## config.mk

```make
export PLATFORM = sky130hd
export DESIGN_NAME = display_scan
export DESIGN_NICKNAME = d
export VERILOG_FILES = /design/src/rtl/display_scan.sv
export SDC_FILE = /design/constraint.sdc
export NUM_CORES = 1
export LEC_CHECK = 0
export CAP_MARGIN = 20
export CORE_ASPECT_RATIO = 0.6
export CORE_UTILIZATION = 30
export CTS_BUF_LIST = sky130_fd_sc_hd__clkbuf_16
export DETAILED_ROUTE_END_ITERATION = 7
export PLACE_DENSITY = 0.52
export SETUP_SLACK_MARGIN = 0.05
export SKIP_CTS_REPAIR_TIMING = 1
export SLEW_MARGIN = 30
export SYNTH_ARGS = -nofsm -noshare
export SYNTH_HDL_FRONTEND = slang
export SYNTH_SLANG_ARGS = --single-unit
```

## constraint.sdc

```tcl
create_clock -name sys_clk -period 6.1 [get_ports sys_clk]
set_input_delay 0.61 -clock sys_clk [delete_from_list [all_inputs] [get_ports sys_clk]]
set_output_delay 0.61 -clock sys_clk [all_outputs]
set_load 0.05 [all_outputs]
```

## src/rtl/display_scan.sv

```systemverilog
// Scan driver for the 8x8 bicolour matrix and 8-digit 7-segment display.
// Frames are snapshotted at the start of each scan frame, and every step begins with a blanking window.
module display_scan #(
  parameter int SCAN_DIV  = 50000,
  parameter int BLANK_CYC = 2000
) (
  input  logic        sys_clk,
  input  logic        rst_n,
  input  logic [63:0] matrix_r,
  input  logic [63:0] matrix_g,
  input  logic [31:0] seg_data,
  input  logic [7:0]  seg_on,
  output logic [7:0]  row_n,
  output logic [7:0]  col_r,
  output logic [7:0]  col_g,
  output logic [7:0]  seg_sel_n,
  output logic [7:0]  seg_code_n,
  output logic        frame_start
);

  localparam int CW = (SCAN_DIV > 2) ? $clog2(SCAN_DIV) : 1;
  localparam logic [CW-1:0] DIV_LAST  = CW'(SCAN_DIV - 1);
  localparam logic [CW-1:0] BLANK_END = CW'(BLANK_CYC);

  logic [CW-1:0] div_cnt;
  logic [2:0]    scan_idx;
  logic [63:0]   shadow_r, shadow_g;
  logic [31:0]   shadow_seg;
  logic [7:0]    shadow_on;

  logic          frame_top;
  logic [7:0]    row_bits_r, row_bits_g;
  logic [3:0]    digit;
  logic [7:0]    row_nxt, col_r_nxt, col_g_nxt, sel_nxt, code_nxt;

  function automatic logic [6:0] hex7(input logic [3:0] d);
    case (d)
      4'h0: hex7 = 7'h3F;
      4'h1: hex7 = 7'h06;
      4'h2: hex7 = 7'h5B;
      4'h3: hex7 = 7'h4F;
      4'h4: hex7 = 7'h66;
      4'h5: hex7 = 7'h6D;
      4'h6: hex7 = 7'h7D;
      4'h7: hex7 = 7'h07;
      4'h8: hex7 = 7'h7F;
      4'h9: hex7 = 7'h6F;
      4'hA: hex7 = 7'h77;
      4'hB: hex7 = 7'h7C;
      4'hC: hex7 = 7'h39;
      4'hD: hex7 = 7'h5E;
      4'hE: hex7 = 7'h79;
      default: hex7 = 7'h71;
    endcase
  endfunction

  assign frame_top = (div_cnt == '0) && (scan_idx == 3'd0);

  // Scan counters plus the frame snapshot; the snapshot only moves at the frame boundary to avoid tearing.
  always_ff @(posedge sys_clk or negedge rst_n) begin
    if (!rst_n) begin
      div_cnt    <= '0;
      scan_idx   <= 3'd0;
      shadow_r   <= '0;
      shadow_g   <= '0;
      shadow_seg <= '0;
      shadow_on  <= '0;
    end else begin
      if (div_cnt == DIV_LAST) begin
        div_cnt  <= '0;
        scan_idx <= scan_idx + 3'd1;
      end else begin
        div_cnt <= div_cnt + 1'b1;
      end
      if (frame_top) begin
        shadow_r   <= matrix_r;
        shadow_g   <= matrix_g;
        shadow_seg <= seg_data;
        shadow_on  <= seg_on;
      end
    end
  end

  // Row i lives in the byte whose MSB is the leftmost column, so the byte is bit-reversed onto col[].
  assign row_bits_r = 8'(shadow_r >> (6'd56 - {scan_idx, 3'b000}));
  assign row_bits_g = 8'(shadow_g >> (6'd56 - {scan_idx, 3'b000}));
  assign digit      = 4'(shadow_seg >> (5'd28 - {scan_idx, 2'b00}));

  always_comb begin
    row_nxt   = 8'hFF;
    col_r_nxt = 8'h00;
    col_g_nxt = 8'h00;
    sel_nxt   = 8'hFF;
    code_nxt  = 8'hFF;
    if (div_cnt >= BLANK_END) begin
      row_nxt = ~(8'd1 << scan_idx);
      for (int k = 0; k < 8; k++) begin
        col_r_nxt[k] = row_bits_r[7-k];
        col_g_nxt[k] = row_bits_g[7-k];
      end
      if (shadow_on[3'd7 - scan_idx]) begin
        sel_nxt  = ~(8'd1 << scan_idx);
        code_nxt = ~{1'b0, hex7(digit)};
      end
    end
  end

  always_ff @(posedge sys_clk or negedge rst_n) begin
    if (!rst_n) begin
      row_n       <= 8'hFF;
      col_r       <= 8'h00;
      col_g       <= 8'h00;
      seg_sel_n   <= 8'hFF;
      seg_code_n  <= 8'hFF;
      frame_start <= 1'b0;
    end else begin
      row_n       <= row_nxt;
      col_r       <= col_r_nxt;
      col_g       <= col_g_nxt;
      seg_sel_n   <= sel_nxt;
      seg_code_n  <= code_nxt;
      frame_start <= frame_top;
    end
  end

endmodule

```

* Word-level counts from Yosys, hierarchy flattened *
Memory sizes are Yosys's and may differ from the RTL's.
Cells that the tools add are included.

storage, ports and cells
  flip-flop bits (word level) = 228
  latch bits = 0
  bits in writable memories = 0
  ROM bits = 112
  bits of input ports = 170
  output and inout bits = 41
  memories = 1

memory list
  memory            words  bits a word  read ports  clocked after memory_dff  wr ports  line  RTL
  (name not given)  16     7            1           0                         0         37    case (d)

operators by class
  $add $sub $neg = 5
  multiply operators = 0
  divide/modulo/power cells = 0
  order comparisons = 2
  equality and inequality tests = 1
  shift operators = 4
  muxes and demuxes = 12
  bitwise gates (word level) = 2
  reduce and logical (&&, ||, !) cells = 3

operators with widths
  cell                                                                                    number
  64-bit by 6-bit right shift with 8-bit output                                           2
  8-bit two-way mux                                                                       7
  32-bit by 5-bit right shift with 4-bit output                                           1
  16-bit by 1-bit adder with 16-bit output (second input constant)                        1
  16-bit equality test (second input constant)                                            1
  16-bit by 11-bit greater-or-equal comparator with 1-bit output (second input constant)  1
  16-bit zero test                                                                        1
  16-bit two-way mux                                                                      1
  7-bit two-way mux                                                                       2
  7-bit inverter with 8-bit output                                                        1
  8-bit inverter                                                                          1
  1-bit by 3-bit << shifter with 8-bit output (first input constant)                      1
  6-bit subtractor (first input constant)                                                 1
  5-bit subtractor (first input constant)                                                 1
  3-bit by 4-bit < comparator with 1-bit output (second input constant)                   1
  3-bit by 1-bit adder with 3-bit output (second input constant)                          1
  1-bit binary-select mux with 3-bit select                                               1
  3-bit zero test                                                                         1
  3-bit subtractor (first input constant)                                                 1
  1-bit logical AND                                                                       1
  1-bit two-way mux                                                                       1

* Logic depth before layout (Yosys ltp) *
  depth after elaboration = 8
  gate-level depth with buffers = 11
  depth with buffers taken out = 8

* Worst setup path after synthesis *
Ideal clock, no wire load.

  kind = reg2reg
  from = reg scan_idx[0]
  to = reg shadow_g[0]
  library setup time = 127 ps
  data arrival time = 2505 ps
  data required time = 5973 ps
  setup slack = 3467 ps
  cell stages (with the launch flop) = 12
  path buffers = 5
  cells stage by stage = dfrtp_1 -> buf_6 -> buf_4 -> buf_2 -> inv_1 -> ha_1 -> nor2b_1 -> nand3_1 -> nor3_4 -> buf_4 -> buf_6 -> mux2_1

between the ends
  word-level cells in the longest chain between the ends = 2

RTL lines
  element                 line  RTL
  from (decl)             26    logic [2:0] scan_idx;
  from (signal assigned)  71    scan_idx <= scan_idx + 3'd1;
  3-bit zero test         57    assign frame_top = (div_cnt == '0) && (scan_idx == 3'd0);
  1-bit logical AND       57
  to (signal assigned)    77    shadow_g <= matrix_g;
  to (decl)               27    logic [63:0] shadow_r, shadow_g;

Every way passes these cells.
A chain may end at the register's enable or synchronous reset.

* Worst setup path after layout *
  from = reg scan_idx[0]
  to = reg seg_code_n[3]

between the ends
  word-level cells in the longest chain between the ends = 8

RTL lines
  element                                        line  RTL
  5-bit subtractor                               87    assign digit = 4'(shadow_seg >> (5'd28 - {scan_idx, 2'b00}));
  32-bit by 5-bit right shift with 4-bit output  87
  memory read 16 x 7 bit                         n/a
  7-bit two-way mux                              101   if (shadow_on[3'd7 - scan_idx]) begin
  7-bit two-way mux                              95    if (div_cnt >= BLANK_END) begin
  7-bit inverter with 8-bit output               103   code_nxt = ~{1'b0, hex7(digit)};
  8-bit two-way mux (*)                          101
  8-bit two-way mux (*)                          95
  net code_nxt[3]                                34    logic [7:0] row_nxt, col_r_nxt, col_g_nxt, sel_nxt, code_nxt;
  to (signal assigned)                           121   seg_code_n <= code_nxt;
  to (decl)                                      17    output logic [7:0] seg_code_n,

Mark *: on every way through the listed nets, which the timed path passes. The rest lies on a longest branch. The select of a mux whose other input is x is not followed.

==> results.md <==
* Remaining DRCs at 0
* Vias per cell at 4.58
* Die ar. at 0.0339 sq mm
* Pre-antenna DRT Iters at 5
* Static Leakage at 5.25 nW
* Area post-placement at 0.0124 sq mm
* Period minus WS final at 3.26 ns
* PortBufs at 209
* Syn. warnings at 0
* Async set-or-reset flop fraction in the synthesized netlist at 100%
* Clock Latency Late Sink at 0.53 ns
* Height of the die at 143 um
* P per Cell Area at 245 mW/mm^2
* Post-Route WL at 24.3 mm
* Die Span X at 237 um
* CTS max path bufs at 3
* Routability congestion estimate at 0.745
* CTS tree: yes
* H-tree depth at 1
* Mapped Cells at 673
* Largest net degree at the start of global routing at 130
* Register area share after synthesis at 57.4%
* End-of-flow core utilization at 40.4%
* Starting Density at 30.6%
* Peak VDD IR at 0.192 mV
* Drt wl/cell at 18.4 um
* Placeable Area at 0.0325 sq mm
* WS Path Type: register to register
* Nets at 1063
* Final instance area at 0.0132 sq mm
* Post-route setup TNS at 0 ns
* F_max at 0.307 GHz
* # clock sinks at 227
* Critical Path Source Type: register
* CP Capture Type: register
* Largest area contributor in the synthesized netlist: dfrtp_1
* Vias at 6047
* Layout cell share with drive strength beyond 1 at 18.5%
* Final Hold Viols at 0
* Tot Pwr at 0.00323 W
* Commonest cells post-synth: dfrtp_1, mux2_1, nand2_1
* Area grow syn2layout at 32.3%
* # diodes at 0
* First-pass GRT wire length at 37.9 mm
* Slew at the pin closest to its max-slew limit at 0.797 ns
* Clock skew at 0.0289 ns
* Top FF cell, synth: dfrtp_1
* Unrepaired setup endpoints after global routing: false
* CTS clk-pin slew, worst paths at 0.06 ns
* Rel. slew slack at 46.9%
* Maxcap violations at 0
* Gr usage total at 14.6%
* CP required at 6.53 ns
* Yosys cell types at 41
* HPWL after detailed placement at 16.7 mm
* Grt ovf at 0
* Final Slew Violations at 0
* Setup violators final at 0
* Post-synth EDFFs at 0
* Critical Path Fanout Max at 25
* Synth Register Bits at 227
* Mapped cell area at 0.00995 sq mm
* Root buf cell: clkbuf_16
* Initial antenna violation count at 0
* Min-Delay Path Class: primary input to asynchronous set/reset pin
* Most frequent cell after synthesis: dfrtp_1
* Post-Syn Nets at 857
* Largest cells by area after synthesis: dfrtp_1, mux2_1, mux4_2
* Yosys top cell area share at 51.3%
* Vias in the first global route at 6513
* Status: completed
* CTS buffer count at 23
* IO Count at 211
* Final ANT Viol Nets at 0
* Num rows at 51
* CP arrival at 3.69 ns
* Iteration-0 DRC Markers at 337
* Avg Cell Area, Syn at 14.8 sq um
* Ratio of final minimum period to clock period at 53.4%
cells by family after synthesis:
| kind of cell | share of synthesized area (%) |
|---|---|
| buffers and inverters | 3.11 |
| adder cells (fa/ha/maj) | 1.76 |
| AO/OA/AOI/OAI | 2.11 |
| AND/OR/NAND/NOR | 5.29 |
| flip-flops | 57.4 |
| XOR/XNOR | 1.32 |
| multiplexers | 29.0 |
| other | 0.0377 |
worst paths after layout:
check,from,endpoint,slack [ns],cells after the start
max in group asynchronous,rst_n,scan_idx[0],4.79,2
hold reg to reg,shadow_g[32],shadow_g[32],0.48,1
hold / removal,rst_n,shadow_r[30],0.1,1
min in group sys_clk,shadow_g[32],shadow_g[32],0.48,1
setup / recovery,scan_idx[0],seg_code_n[3],2.84,8
setup reg to reg,scan_idx[0],seg_code_n[3],2.84,8
area by class of cell:
class,instances,area [sq um]
clock buffer,23,576
multi-input combinational,397,3940
sequential,227,5710
clock inverter,18,159
timing repair buffer,220,2210
tap,424,531
fill,3061,19400
inverter,10,37.5
through the flow:
| step | worst slack, ns | hold slack, ns | instances |
|---|---|---|---|
| floorplan | 3.47 | 0.314 | 673 |
| global placement | 2.62 | 0.465 | 1277 |
| detailed placement | 2.58 | 0.471 | 1277 |
| CTS | 2.59 | 0.116 | 1318 |
| global route | 2.58 | 0.164 | 1319 |
| finish | 2.84 | 0.0960 | 1319 |
metal layers:
metal / up-vias / global-route usage (%) / routed length [um] / part of all wire, %
li1: 2810 / - / - / -
met1: 3076 / 21.8 / 12200 / 50
met2: 136 / 21.7 / 10600 / 44
met3: 25 / 3.25 / 1130 / 4.6
met4: 0 / 2.44 / 347 / 1.4
met5: - / 0 / 0 / 0
placed cells by master (no fill, tap or decap), types with 2 or more instances in the layout:
cell,synthesis,final
clkinv_1,0,6
clkinv_2,0,6
nand2_1,58,58
and3_1,2,2
a211oi_1,2,2
nand2b_1,4,4
xor2_1,6,6
buf_4,4,8
mux4_2,40,40
ha_1,14,14
nand3_1,10,10
nand4_1,2,2
nor2_1,22,22
nor3_1,7,7
buf_12,0,2
mux2_1,120,120
clkbuf_16,0,23
mux2i_1,6,5
o221ai_1,5,5
xnor2_1,9,9
inv_1,10,12
o21ai_0,3,3
dfrtp_1,204,202
mux2_2,51,51
dfstp_2,23,23
a21oi_1,19,19
clkdlybuf4s50_1,0,208
nor2b_1,3,3
bufinv_16,0,3
power by group:
group	internal [W]	switching, W	leakage (nW)
Clock	0.000812	0.000597	0.374
Combinational	0.000152	0.0000787	2.19
Sequential	0.00156	0.0000276	2.68
Total	0.00253	0.000703	5.25
state kept, by name, summed over array words and instances (netlist names):
name         cells
shadow_r        64
div_cnt         16
shadow_on        8
col_r            8
row_n            8
col_g            8
seg_code_n       7
frame_start      1
shadow_seg      32
scan_idx         3
shadow_g        64
seg_sel_n        8
critical path, cell delays in order, from the launching register on:
cell	delay [ns]
dfrtp_4	0.78
buf_4	0.53
mux4_2	0.56
mux2_2	0.35
inv_1	0.14
ha_1	0.26
nor3_1	0.23
a211oi_1	0.07
o21ai_0	0.21
(Power assumes the default switching activity.)
==> variant 1 (config.mk and constraints unchanged) <==
Put one more register stage on the output `seg_sel_n`, with the module's reset. The value now appears one clock later. The other outputs are not delayed to match.
--- a/src/rtl/display_scan.sv
+++ b/src/rtl/display_scan.sv
@@ -23,2 +23,4 @@
   localparam logic [CW-1:0] BLANK_END = CW'(BLANK_CYC);
+
+  logic [7:0] seg_sel_n_s0;
 
@@ -112,3 +114,3 @@
       col_g       <= 8'h00;
-      seg_sel_n   <= 8'hFF;
+      seg_sel_n_s0 <= 8'hFF;
       seg_code_n  <= 8'hFF;
@@ -119,3 +121,3 @@
       col_g       <= col_g_nxt;
-      seg_sel_n   <= sel_nxt;
+      seg_sel_n_s0 <= sel_nxt;
       seg_code_n  <= code_nxt;
@@ -125,2 +127,10 @@
 
+  always_ff @(posedge sys_clk or negedge rst_n) begin
+    if (!rst_n) begin
+      seg_sel_n <= '0;
+    end else begin
+      seg_sel_n <= seg_sel_n_s0;
+    end
+  end
+
 endmodule
Formal check against the unedited RTL: not equivalent (Yosys sat finds a counterexample within 4 cycles, from zero or initial values and one cycle with rst_n low).
==> variant 1 against the unedited design <==
- largest power group unchanged
- worst setup slack better by 0.20 ns
- sequential share of layout area is 0.67 points higher
- sequential cell count is 8 higher
- critical endpoint is now shadow_seg[31]
- cell area is 1.9% higher
- critical path depth is 1 lower
- area after synthesis is 2.0% higher
- sequential power is 3% higher
- count of clock-buffer cells in the layout is 2 higher
- via count is 0.74% higher
- total power is 3.6% higher
- routed wire length is 3.8% higher
==> variant 1: results (changes against the unedited design) <==
** Routing
- Length of routed met3 wiring :: 1370 um (+22%)
- Vias after detailed routing :: 6092 (+0.74%)
- Top layer reached by signal wires :: met5
- Routed length per placed instance :: 18.6 um (+0.90%)
- The detailed router's first-iteration violation count came to 439 (+30%).

** Run status
- The flow ran to the end, and the final reports show no timing, DRC or antenna violations.

** Cells and area
- Clk_buf instances :: 25 (+8.7%)
- # nets final :: 1072 (+0.85%)
- The cell area after layout is 13400 um^2 (+1.9%).
- The ratio of cells with drive above 1 in the final layout is 18.2% (-0.36 points).
- Area Overhead vs Synth :: 32.2% (about the same)
- The non-clock buffer count in the final layout is 219 (-0.45%).

** STA
- The worst-case headroom to the max-slew limit was 39.0% (-7.9 points).
- The final setup skew came to 0.0181 ns (-0.0108 ns).

** Critical path
- The slowest stage of the critical path is the sky130_fd_sc_hd__buf_4 cell.
- The peak per-stage delay on the critical path was 0.70 ns (-0.08 ns).
- Kind of cell adding the most delay to the critical path :: buffers and inverters
- Arrival time worst endpoint :: 3.46 ns (-0.23 ns)

** Place
- The post-placement cell area came to 12600 um^2 (+1.8%).

** Global route
- First-pass GRT wire length :: 39200 um (+3.4%)
- Pin count of the biggest net entering global routing :: 131 (+0.77%)
- Global routing met1 resource utilization :: 22.5% (+0.78 points)
- Antenna violations before repair :: 3 (+3)
- The number of global-route vias before repair was 6581 (+1.0%).

** Clock tree
- The number of sinks driven by the clock tree was 235 (+3.5%).

** Yosys
- The post-synth net total was 865 (+0.93%).
- Most frequent cells after synthesis :: sky130_fd_sc_hd__dfrtp_1, sky130_fd_sc_hd__mux2_1, sky130_fd_sc_hd__nand2_1, sky130_fd_sc_hd__mux2_2, sky130_fd_sc_hd__mux4_2
- Dominant cells by area after synthesis :: sky130_fd_sc_hd__dfrtp_1, sky130_fd_sc_hd__mux2_1, sky130_fd_sc_hd__mux4_2

** Power
- Power drawn by the clock network :: 1.47 mW (+4%)
- Power dissipated in combinational cells :: 0.236 mW (+3%)
- The total internal power was 2.60 mW (+2.8%).
- The largest voltage drop on the vdd net came to 0.167 mV (-13%).
==> variant 1: changes by cell type after synthesis <==
cell / change
sky130_fd_sc_hd__dfrtp_1: +8
==> variant 1: logic make-up after synthesis <==
family / Yosys count / synth area share (%)
flops: 235 / 58.2
fa+ha+maj: 14 / 1.73
mux: 217 / 28.4
compound gates: 34 / 2.07
buf+inv: 49 / 3.04
simple gates: 116 / 5.19
other cells: 1 / 0.0369
xor+xnor: 15 / 1.29
==> variant 1: final timing paths <==
| check | start | endpoint | cells after the start | slack (ns) |
|---|---|---|---|---|
| max reg2reg | scan_idx[0] | shadow_seg[31] | 7 | 3.05 |
| max in group asynchronous | rst_n | shadow_g[31] | 2 | 4.77 |
| min reg2reg | seg_sel_n_s0[3] | seg_sel_n[3] | 0 | 0.38 |
| min in group sys_clk | seg_sel_n_s0[3] | seg_sel_n[3] | 0 | 0.38 |
| max | scan_idx[0] | shadow_seg[31] | 7 | 3.05 |
| min | rst_n | shadow_r[7] | 1 | 0.11 |
==> variant 2 (config.mk and constraints unchanged) <==
Made on the original files. Set the parameter `SCAN_DIV` to 200000 (it was 50000).
--- a/src/rtl/display_scan.sv
+++ b/src/rtl/display_scan.sv
@@ -3,3 +3,3 @@
 module display_scan #(
-  parameter int SCAN_DIV  = 50000,
+  parameter int SCAN_DIV  = 200000,
   parameter int BLANK_CYC = 2000
Formal check against the unedited RTL: same outputs for any inputs over 10 cycles, from zero or initial values and one cycle with rst_n low; that may be too few to reach the edited logic, so the function may still have changed.
==> variant 2 against the unedited design <==
- final cell count rose by 2.2%
- utilization increased by 0.38 points
- total power grew 1.0%
- worst setup slack improved by 0.14 ns
- area after synthesis rose by 1.6%
- first-iteration DRC count fell by 6.5%
- critical path depth did not move
- worst hold slack gained 0.40 ns
- cell area increased by 1.7%
- critical endpoint is now shadow_g[42]
- routed wire length grew 3.7%
- maximum frequency rose by 4.3%
- sequential cell count is 2 higher
- highest routed layer is now met5
- count of clock-buffer cells in the layout increased by 2
==> variant 2: results (changes against the unedited design) <==
** Yosys
- Area fraction in compound gates after synthesis :: 1.89% (-0.22 points)
- The area share of fa/ha/maj cells after synthesis came to 1.73% (-0.028 points).
- Mux share of post-synthesis cell area :: 29.6% (+0.56 points)
- The commonest cells after synthesis are sky130_fd_sc_hd__dfrtp_1, sky130_fd_sc_hd__mux2_2, sky130_fd_sc_hd__nand2_1, sky130_fd_sc_hd__mux4_2, sky130_fd_sc_hd__dfstp_2.
- Syn_nets :: 860 (+0.35%)
- Dominant cells by area after synthesis :: sky130_fd_sc_hd__dfrtp_1, sky130_fd_sc_hd__mux2_2, sky130_fd_sc_hd__mux4_2
- The count of distinct cell types in the synthesized netlist came to 42 (+2.4%).
- Part of the Yosys area used for sequential elements :: 57.0% (-0.41 points)
- Post-Synth XOR/XNOR Area :: 1.39% (+0.066 points)
- Share of async-settable or async-resettable flops after synthesis :: 100% (unchanged)

** Routing
- The via count was 6148 (+1.7%).
- The routed length per placed instance is 18.7 um (+1.5%).
- The first-pass iteration count of the detailed router is 4 (-1).
- Iteration-0 DRC count of the detailed router :: 315 (-6.5%)

** Place
- Routability cong. :: 0.754 (+1.3%)
- Dpl hpwl :: 17200 um (+3.3%)
- The count of input and output buffers is 209 (unchanged).

** Critical path
- The highest fanout seen on the critical path is 119 (+380%).
- The worst path arrival time is 3.52 ns (-0.17 ns).
- The worst register-to-register path begins at scan_idx[0].

** Global route
- Tot GR Track Use :: 15.0% (+0.48 points)
- The first-pass GRT wire length is 39400 um (+3.8%).
- The number of global-route vias before repair came to 6542 (+0.45%).
- Pin count of the biggest net entering global routing :: 169 (+30%)

** Cells and area
- The number of nets in the layout was 1066 (+0.28%).
- The ratio of cells with drive above 1 in the final layout is 31.2% (+13 points).

** Power
- The largest voltage drop on the vdd net was 0.181 mV (-6.1%).
- The leakage power total is 5.33 nW (+1.5%).
- Switching component of the power :: 0.704 mW (about the same)

** Clock tree
- The total CTS buffers came to 24 (+4.3%).

** Run status
- The run finished with clean final reports.

** STA
- Clock Skews :: 0.00851 ns (-0.0204 ns)
- Slew of the pin with the lowest slew margin :: 0.891 ns (+0.0938 ns)

** Min path
- The worst hold path belongs to the class reg -> reg.
## variant 2: cell count changes in the layout (fill, tap and decap cells not counted), sizes merged, moves of 3 or more
cell    unedited run  this run
and2               1         4
clkinv            12         7
inv               13        20
nand2             58        53
nand3             10        15
nand4              2         5
nor2              22        19
o211ai             0         3
## variant 2: routing by layer
layer	part of all wire [%]	global-route usage, %
met1	50	22.4
met3	5.3	3.82
met5	0.048	0
met4	1.3	2.60
met2	43	22.1
## variant 2: worst paths after layout
check	end	slack, ns	cells past startpoint
min in group asynchronous	shadow_r[31]	0.54	2
hold reg to reg	shadow_seg[7]	0.50	1
hold / removal	shadow_seg[7]	0.50	1
setup reg to reg	shadow_g[42]	2.98	8
setup / recovery	shadow_g[42]	2.98	8
max in group asynchronous	shadow_seg[17]	4.61	3
## variant 2: final cells by class
type	count	area, um^2
inverter	12	45.0
clock inverter	17	120
clock buffer	25	626
tap	450	563
multi-input combinational	395	4030
sequential	229	5760
timing repair buffer	220	2250
fill	3099	19400
## variant 2: worst max-delay path, stage by stage, from the launching register on
cell	delay, ns
sky130_fd_sc_hd__dfrtp_4	0.67
sky130_fd_sc_hd__inv_1	0.20
sky130_fd_sc_hd__ha_1	0.22
sky130_fd_sc_hd__nor2b_1	0.22
sky130_fd_sc_hd__nand3_1	0.16
sky130_fd_sc_hd__nor3_4	0.18
sky130_fd_sc_hd__buf_12	0.31
sky130_fd_sc_hd__buf_16	0.43
sky130_fd_sc_hd__mux2_2	0.41
## variant 2: through the flow
| stage | cell area [um^2] | cells | worst slack [ns] | util [%] |
|---|---|---|---|---|
| final | 13400 | 1348 | 2.98 | 40.8 |
| after global routing | 13400 | 1348 | 2.78 | 40.8 |
| after CTS | 13300 | 1345 | 3.07 | 40.6 |
| after detailed placement | 12600 | 1303 | 3.09 | 38.4 |
| after global placement | 12600 | 1303 | 3.12 | 38.4 |
| after floorplan | 10100 | 676 | 3.57 | - |
## variant 2: cells by family (layout without fill, tap and decap cells)
family          count (synthesis)  after routing
compound gates                 31             31
xor+xnor                       16             16
fa+ha+maj                      14             14
buf+inv                        52            274
flops                         229            229
mux                           220            220
other cells                     1              1
simple gates                  113            113
## variant 2: power groups by stage
stage | combinational (mW) | clock, mW | sequential [mW]
after global placement | 0.249 | 0 | 1.63
after CTS | 0.251 | 1.46 | 1.60
final | 0.248 | 1.41 | 1.60
after global routing | 0.270 | 1.53 | 1.61
after detailed placement | 0.250 | 0 | 1.63
after floorplan | 0.0882 | 0 | 1.62
